### src/rtl/regfile_pkg.sv
// Shared register-file types and sizes.
// Imported by the register file and by its write-back controller.
package regfile_pkg;

  localparam int unsigned XLEN   = 32;
  localparam int unsigned NREG   = 32;
  localparam int unsigned REG_AW = $clog2(NREG);

  typedef logic [REG_AW-1:0] reg_addr_t;
  typedef logic [XLEN-1:0]   xword_t;

endpackage

### src/rtl/regfile_wb_arbiter_if.sv
// Write-back bus between two requesters, the issue stage and the register-file write port.
// The master modport is the requester/issue side; the slave modport is the controller.
interface regfile_wb_arbiter_if
  import regfile_pkg::*;
#(
  parameter int unsigned XLEN = regfile_pkg::XLEN,
  parameter int unsigned NREG = regfile_pkg::NREG
);

  logic             valid0;
  logic             valid1;
  reg_addr_t        addr0;
  reg_addr_t        addr1;
  logic [XLEN-1:0]  data0;
  logic [XLEN-1:0]  data1;
  logic             ready0;
  logic             ready1;
  logic             reserve_valid;
  reg_addr_t        reserve_addr;
  logic             we3;
  reg_addr_t        addr3;
  logic [XLEN-1:0]  writeData3;
  logic [NREG-1:0]  pending;

  modport master (
    output valid0, valid1, addr0, addr1, data0, data1, reserve_valid, reserve_addr,
    input  ready0, ready1, we3, addr3, writeData3, pending
  );

  modport slave (
    input  valid0, valid1, addr0, addr1, data0, data1, reserve_valid, reserve_addr,
    output ready0, ready1, we3, addr3, writeData3, pending
  );

endinterface

### src/rtl/rr_arbiter2.sv
// Two-input round-robin arbiter. The pointer names the requester with priority
// and moves to the other requester after every grant.
module rr_arbiter2 (
  input  logic clk_i,
  input  logic rst_ni,
  input  logic valid0_i,
  input  logic valid1_i,
  output logic ready0_o,
  output logic ready1_o
);

  logic rr_q, rr_d;

  always_comb begin
    ready0_o = valid0_i & (~valid1_i | ~rr_q);
    ready1_o = valid1_i & (~valid0_i | rr_q);
    rr_d     = rr_q;
    if (ready0_o) begin
      rr_d = 1'b1;
    end else if (ready1_o) begin
      rr_d = 1'b0;
    end
  end

  always_ff @(posedge clk_i or negedge rst_ni) begin
    if (!rst_ni) begin
      rr_q <= 1'b0;
    end else begin
      rr_q <= rr_d;
    end
  end

endmodule

### src/rtl/regfile_wb_arbiter.sv
// Write-back controller for the register file's single write port: round-robin between
// two requesters, registered write port, and a pending-write scoreboard for RAW stalls.
module regfile_wb_arbiter
  import regfile_pkg::*;
#(
  parameter int unsigned XLEN = regfile_pkg::XLEN,
  parameter int unsigned NREG = regfile_pkg::NREG
) (
  input logic                 clk,
  input logic                 rst_n,
  regfile_wb_arbiter_if.slave bus
);

  logic            ready0, ready1, xfer;
  reg_addr_t       sel_addr;
  logic [XLEN-1:0] sel_data;

  logic            we3_q, we3_d;
  reg_addr_t       addr3_q, addr3_d;
  logic [XLEN-1:0] wdata_q, wdata_d;
  logic [NREG-1:0] pending_q, pending_d;

  rr_arbiter2 u_arb (
    .clk_i    (clk),
    .rst_ni   (rst_n),
    .valid0_i (bus.valid0),
    .valid1_i (bus.valid1),
    .ready0_o (ready0),
    .ready1_o (ready1)
  );

  always_comb begin
    xfer     = ready0 | ready1;
    sel_addr = ready1 ? bus.addr1 : bus.addr0;
    sel_data = ready1 ? bus.data1 : bus.data0;
  end

  // x0 writes are accepted but never reach the register file.
  always_comb begin
    we3_d   = xfer && (sel_addr != '0);
    addr3_d = xfer ? sel_addr : addr3_q;
    wdata_d = xfer ? sel_data : wdata_q;
  end

  // Clear on commit first so a same-edge reservation (younger) wins.
  always_comb begin
    pending_d = pending_q;
    if (we3_q) begin
      pending_d[addr3_q] = 1'b0;
    end
    if (bus.reserve_valid && (bus.reserve_addr != '0)) begin
      pending_d[bus.reserve_addr] = 1'b1;
    end
    pending_d[0] = 1'b0;
  end

  always_ff @(posedge clk or negedge rst_n) begin
    if (!rst_n) begin
      we3_q     <= 1'b0;
      addr3_q   <= '0;
      wdata_q   <= '0;
      pending_q <= '0;
    end else begin
      we3_q     <= we3_d;
      addr3_q   <= addr3_d;
      wdata_q   <= wdata_d;
      pending_q <= pending_d;
    end
  end

  assign bus.ready0     = ready0;
  assign bus.ready1     = ready1;
  assign bus.we3        = we3_q;
  assign bus.addr3      = addr3_q;
  assign bus.writeData3 = wdata_q;
  assign bus.pending    = pending_q;

endmodule

### src/flat_wrapper.sv
// flat-port wrapper written by rule: the top's interface ports become plain ports
module regfile_wb_arbiter_flat import regfile_pkg::*;
#(
  parameter int unsigned XLEN = regfile_pkg::XLEN,
  parameter int unsigned NREG = regfile_pkg::NREG
)
  (clk, rst_n, bus_valid0, bus_valid1, bus_addr0, bus_addr1, bus_data0, bus_data1, bus_reserve_valid, bus_reserve_addr, bus_ready0, bus_ready1, bus_we3, bus_addr3, bus_writeData3, bus_pending);
  regfile_wb_arbiter_if #(.XLEN(XLEN), .NREG(NREG)) bus_i ();
  input logic clk;
  input logic rst_n;
  input wire logic [$bits(bus_i.valid0)-1:0] bus_valid0;
  input wire logic [$bits(bus_i.valid1)-1:0] bus_valid1;
  input wire logic [$bits(bus_i.addr0)-1:0] bus_addr0;
  input wire logic [$bits(bus_i.addr1)-1:0] bus_addr1;
  input wire logic [$bits(bus_i.data0)-1:0] bus_data0;
  input wire logic [$bits(bus_i.data1)-1:0] bus_data1;
  input wire logic [$bits(bus_i.reserve_valid)-1:0] bus_reserve_valid;
  input wire logic [$bits(bus_i.reserve_addr)-1:0] bus_reserve_addr;
  output wire logic [$bits(bus_i.ready0)-1:0] bus_ready0;
  output wire logic [$bits(bus_i.ready1)-1:0] bus_ready1;
  output wire logic [$bits(bus_i.we3)-1:0] bus_we3;
  output wire logic [$bits(bus_i.addr3)-1:0] bus_addr3;
  output wire logic [$bits(bus_i.writeData3)-1:0] bus_writeData3;
  output wire logic [$bits(bus_i.pending)-1:0] bus_pending;
  assign bus_i.valid0 = bus_valid0;
  assign bus_i.valid1 = bus_valid1;
  assign bus_i.addr0 = bus_addr0;
  assign bus_i.addr1 = bus_addr1;
  assign bus_i.data0 = bus_data0;
  assign bus_i.data1 = bus_data1;
  assign bus_i.reserve_valid = bus_reserve_valid;
  assign bus_i.reserve_addr = bus_reserve_addr;
  assign bus_ready0 = bus_i.ready0;
  assign bus_ready1 = bus_i.ready1;
  assign bus_we3 = bus_i.we3;
  assign bus_addr3 = bus_i.addr3;
  assign bus_writeData3 = bus_i.writeData3;
  assign bus_pending = bus_i.pending;
  regfile_wb_arbiter #(.XLEN(XLEN), .NREG(NREG)) u_core (.clk(clk), .rst_n(rst_n), .bus(bus_i));
endmodule
### config.mk
export PLATFORM = sky130hd
export DESIGN_NAME = regfile_wb_arbiter_flat
export DESIGN_NICKNAME = d
export VERILOG_FILES = /design/src/rtl/regfile_pkg.sv /design/src/rtl/regfile_wb_arbiter_if.sv /design/src/rtl/rr_arbiter2.sv /design/src/rtl/regfile_wb_arbiter.sv /design/src/flat_wrapper.sv
export SDC_FILE = /design/constraint.sdc
export NUM_CORES = 1
export LEC_CHECK = 0
export CORE_ASPECT_RATIO = 1.75
export CORE_UTILIZATION = 38
export CTS_CLUSTER_DIAMETER = 80
export DETAILED_ROUTE_END_ITERATION = 12
export HOLD_SLACK_MARGIN = 0.15
export PLACE_DENSITY = 0.77
export SETUP_SLACK_MARGIN = 0.5
export SYNTH_ARGS = -nofsm -noshare
export SYNTH_HDL_FRONTEND = slang
export SYNTH_HIERARCHICAL = 1
export SYNTH_SLANG_ARGS = --single-unit
### constraint.sdc
create_clock -name clk -period 4.1 [get_ports clk]
set_clock_uncertainty 0.15 [all_clocks]
set_input_delay 1.23 -clock clk [delete_from_list [all_inputs] [get_ports clk]]
set_output_delay 1.23 -clock clk [all_outputs]
set_load 0.01 [all_outputs]
==> results_dict.tcl <==
set metrics [dict create \
    drive_gt1_share_pct 5.74 \
    synth_top_family_by_area "compound AO/OA/AOI/OAI gates" \
    status "complete, no violations" \
    synth.largest_area_cell "dfrtp_1" \
    syn_inst 293 \
    cts_buffer_depth 2 \
    ys_ff_latch 70 \
    pwr-share-comb_pct 33.8 \
    antenna_found_initial 0 \
    crit_chain "clkdlybuf4s50_1 > a21boi_4 > dlygate4sd2_1" \
    internal_power_w 0.00201 \
    numCtsBuffers 9 \
    cts.sinks 70 \
    period_needed_ns 3.56 \
    grt_pass1_wl_um 15400 \
    ant_nets 0 \
    synthXorXnorAreaFrac_pct 0 \
    drv_slew 0 \
    avgSynthCellArea_um2 10.5 \
    yosys.cell_types.count 21 \
    tritoncts "built" \
    synth_top_area_share_pct 57.0 \
    fmax_mhz 281 \
    p_clk_share_pct 30.0 \
    ys_seq_area_share_pct 57.0 \
    syn_nets 377 \
    routedWlPerCell_um 17.0 \
    max_stage_delay_ns 0.48 \
    synth_compound_area_share_pct 17.0 \
    dp_hpwl_um 6640 \
    yosys_warnings 6 \
    syn_area_um2 3070 \
    grtUsageTotal_pct 23.4 \
    p_leak_nw 2.02 \
    maxCapViolCount 0 \
    synth_mux_area_share_pct 12.1 \
    p_sw_w 0.000826 \
    vias 2906 \
    hold_viol 0 \
    drt_pass1_iterations 4 \
    max-slew-margin-rel_pct 39.7 \
    yosys-top-cells-area "dfrtp_1 (57%), mux2i_1 (12%), o21ai_1 (9.3%)" \
    num_rows 43 \
    worstSetupPathType "in2out" \
    cp.required_ns 2.72 \
    min_period_over_period_pct 86.7 \
    finalSetupViolations 0 \
    areaGrowthSynthToFinish_pct 63.2 \
    core_area_um2 7860 \
    critPathMaxFanout 2 \
    worst_slew_pin_slew_ns 0.904 \
    drcViolationCount 0 \
    yosys.area_share.simple_pct 11.4 \
    htree_levels 3 \
    grt_pass1_vias 3041 \
    hold_class "reg2reg" \
    ios 156 \
    die_h_um 121 \
    tns_ns 0 \
    rsz0062_at_grt "no" \
    start_kind "input port" \
    root_buffer "clkbuf_16" \
    final_cell_mix "clkdlybuf4s50_1 (151), dfrtp_1 (70), o21ai_1 (57)" \
    fin_nets 532 \
    drt-vias-per-instance 5.35 \
    crit_arrival_ns 2.18 \
    power_density_nw_per_um2 566 \
    layout_commonest_cell "clkdlybuf4s50_1" \
    routed_wl_um 9210 \
    instances_no_fill 543 \
    grt_max_degree 77 \
    num_antenna_cells 0 \
    start_util_pct 39.1 \
    p_sw_share_pct 29.1 \
    path_clk_slew_ns 0.06 \
    peakVddDrop_uv 343 \
    dieArea_um2 8460 \
    synthAdderAreaFrac_pct 0 \
    placedCellCount 527 \
    p_seq_share_pct 36.2 \
    drt_iter0_drc 297 \
    crit_path_end_kind "output port" \
    clk_latency_ns 0.33 \
    overflow 0 \
    dieWidth_um 70.0 \
    place_congestion 0.833 \
    cpMaxStageDelayCell "clkdlybuf4s50_1" \
    cts_hold_buf 0 \
    numPortBuffers 154 \
]
critical path, delay by kind of cell:
kind	cells	cell delay (ns)
AOI/OAI and AO/OA	1	0.18
buffers and inverters	2	0.76
flip-flops by register name (all words and copies together) (netlist names):
signal / cells
u_core/bus.writeData3: 32
u_core/bus.pending: 31
u_core/bus.addr3: 5
u_core/bus.we3: 1
u_core/u_arb/rr_q: 1
metrics by stage:
stage / utilization (%) / hold WS [ns] / total power [W] / instance area (µm²) / setup slack, ns
finish: 63.8 / 0.350 / 0.00284 / 5010 / 0.545
global route: 63.8 / 0.387 / 0.00300 / 5010 / 0.525
CTS: 63.9 / 0.346 / 0.00286 / 5020 / 0.455
detailed placement: 59.7 / 0.333 / 0.00200 / 4690 / 0.247
global placement: 59.7 / 0.327 / 0.00197 / 4690 / 0.266
floorplan: - / 0.353 / 0.00138 / 3070 / 1.10
what timing repair did:
item                                    in CTS  in global routing
endpoints found under the setup margin       2                  1
buffers inserted                             0                  0
gates resized for setup                      2                  2
power by group through the flow:
stage          clock network, W  logic (W)  registers [W]
2_1_floorplan                 0   0.000255        0.00112
3_5_place_dp                  0   0.000961        0.00104
3_3_place_gp                  0   0.000942        0.00103
5_1_grt                0.000906    0.00103        0.00106
4_1_cts                0.000867   0.000964        0.00103
6_report               0.000850   0.000958        0.00103
worst paths after layout:
check	start	end	slack (ns)	cells past startpoint
setup / recovery	bus_valid0	bus_ready0	0.54	3
hold / removal	u_core/bus.pending[20]$_DFF_PN0_	u_core/bus.pending[20]$_DFF_PN0_	0.35	2
setup reg to reg	u_core/u_arb/rr_q$_DFFE_PN0P_	u_core/bus.writeData3[1]$_DFFE_PN0P_	2.27	4
hold reg to reg	u_core/bus.pending[20]$_DFF_PN0_	u_core/bus.pending[20]$_DFF_PN0_	0.35	2
max in group asynchronous	rst_n	u_core/bus.writeData3[24]$_DFFE_PN0P_	2.24	2
min in group asynchronous	rst_n	u_core/bus.pending[26]$_DFF_PN0_	0.96	2
final cells by class:
| class | count | area [µm²] |
|---|---|---|
| timing repair buffer | 157 | 1550 |
| clock inverter | 6 | 93.8 |
| fill | 654 | 2840 |
| tap | 90 | 113 |
| sequential | 70 | 1750 |
| multi-input combinational | 209 | 1260 |
| clock buffer | 10 | 239 |
| inverter | 1 | 3.75 |
metal layers:
metal	vias up	share of wire [%]	global-route usage (%)
li1	1355	-	-
met1	1374	37	26.4
met2	153	54	41.2
met3	24	6.1	4.98
met4	0	3.4	12.1
met5	-	0	0
synthesized netlist by cell type:
cell type	instances
dfrtp_1	70
nand3b_1	10
or3b_1	3
buf_4	4
or4_1	2
a21boi_0	1
buf_2	4
and2_1	1
nand3_1	4
conb_1	1
nand2_1	39
nand2b_1	1
clkbuf_1	2
inv_1	1
o21ai_1	57
o21ai_0	46
or3_1	2
buf_1	3
or3b_4	3
nor2_1	2
mux2i_1	37
cell families (layout without fill, tap and decap cells):
group | count (synthesis) | after routing
DFF | 70 | 70
AOI/OAI and AO/OA | 104 | 104
muxes | 37 | 37
and+or+nand+nor | 67 | 67
buffers and inverters | 14 | 174
other | 1 | 1
Power figures use the tool's default switching activity.
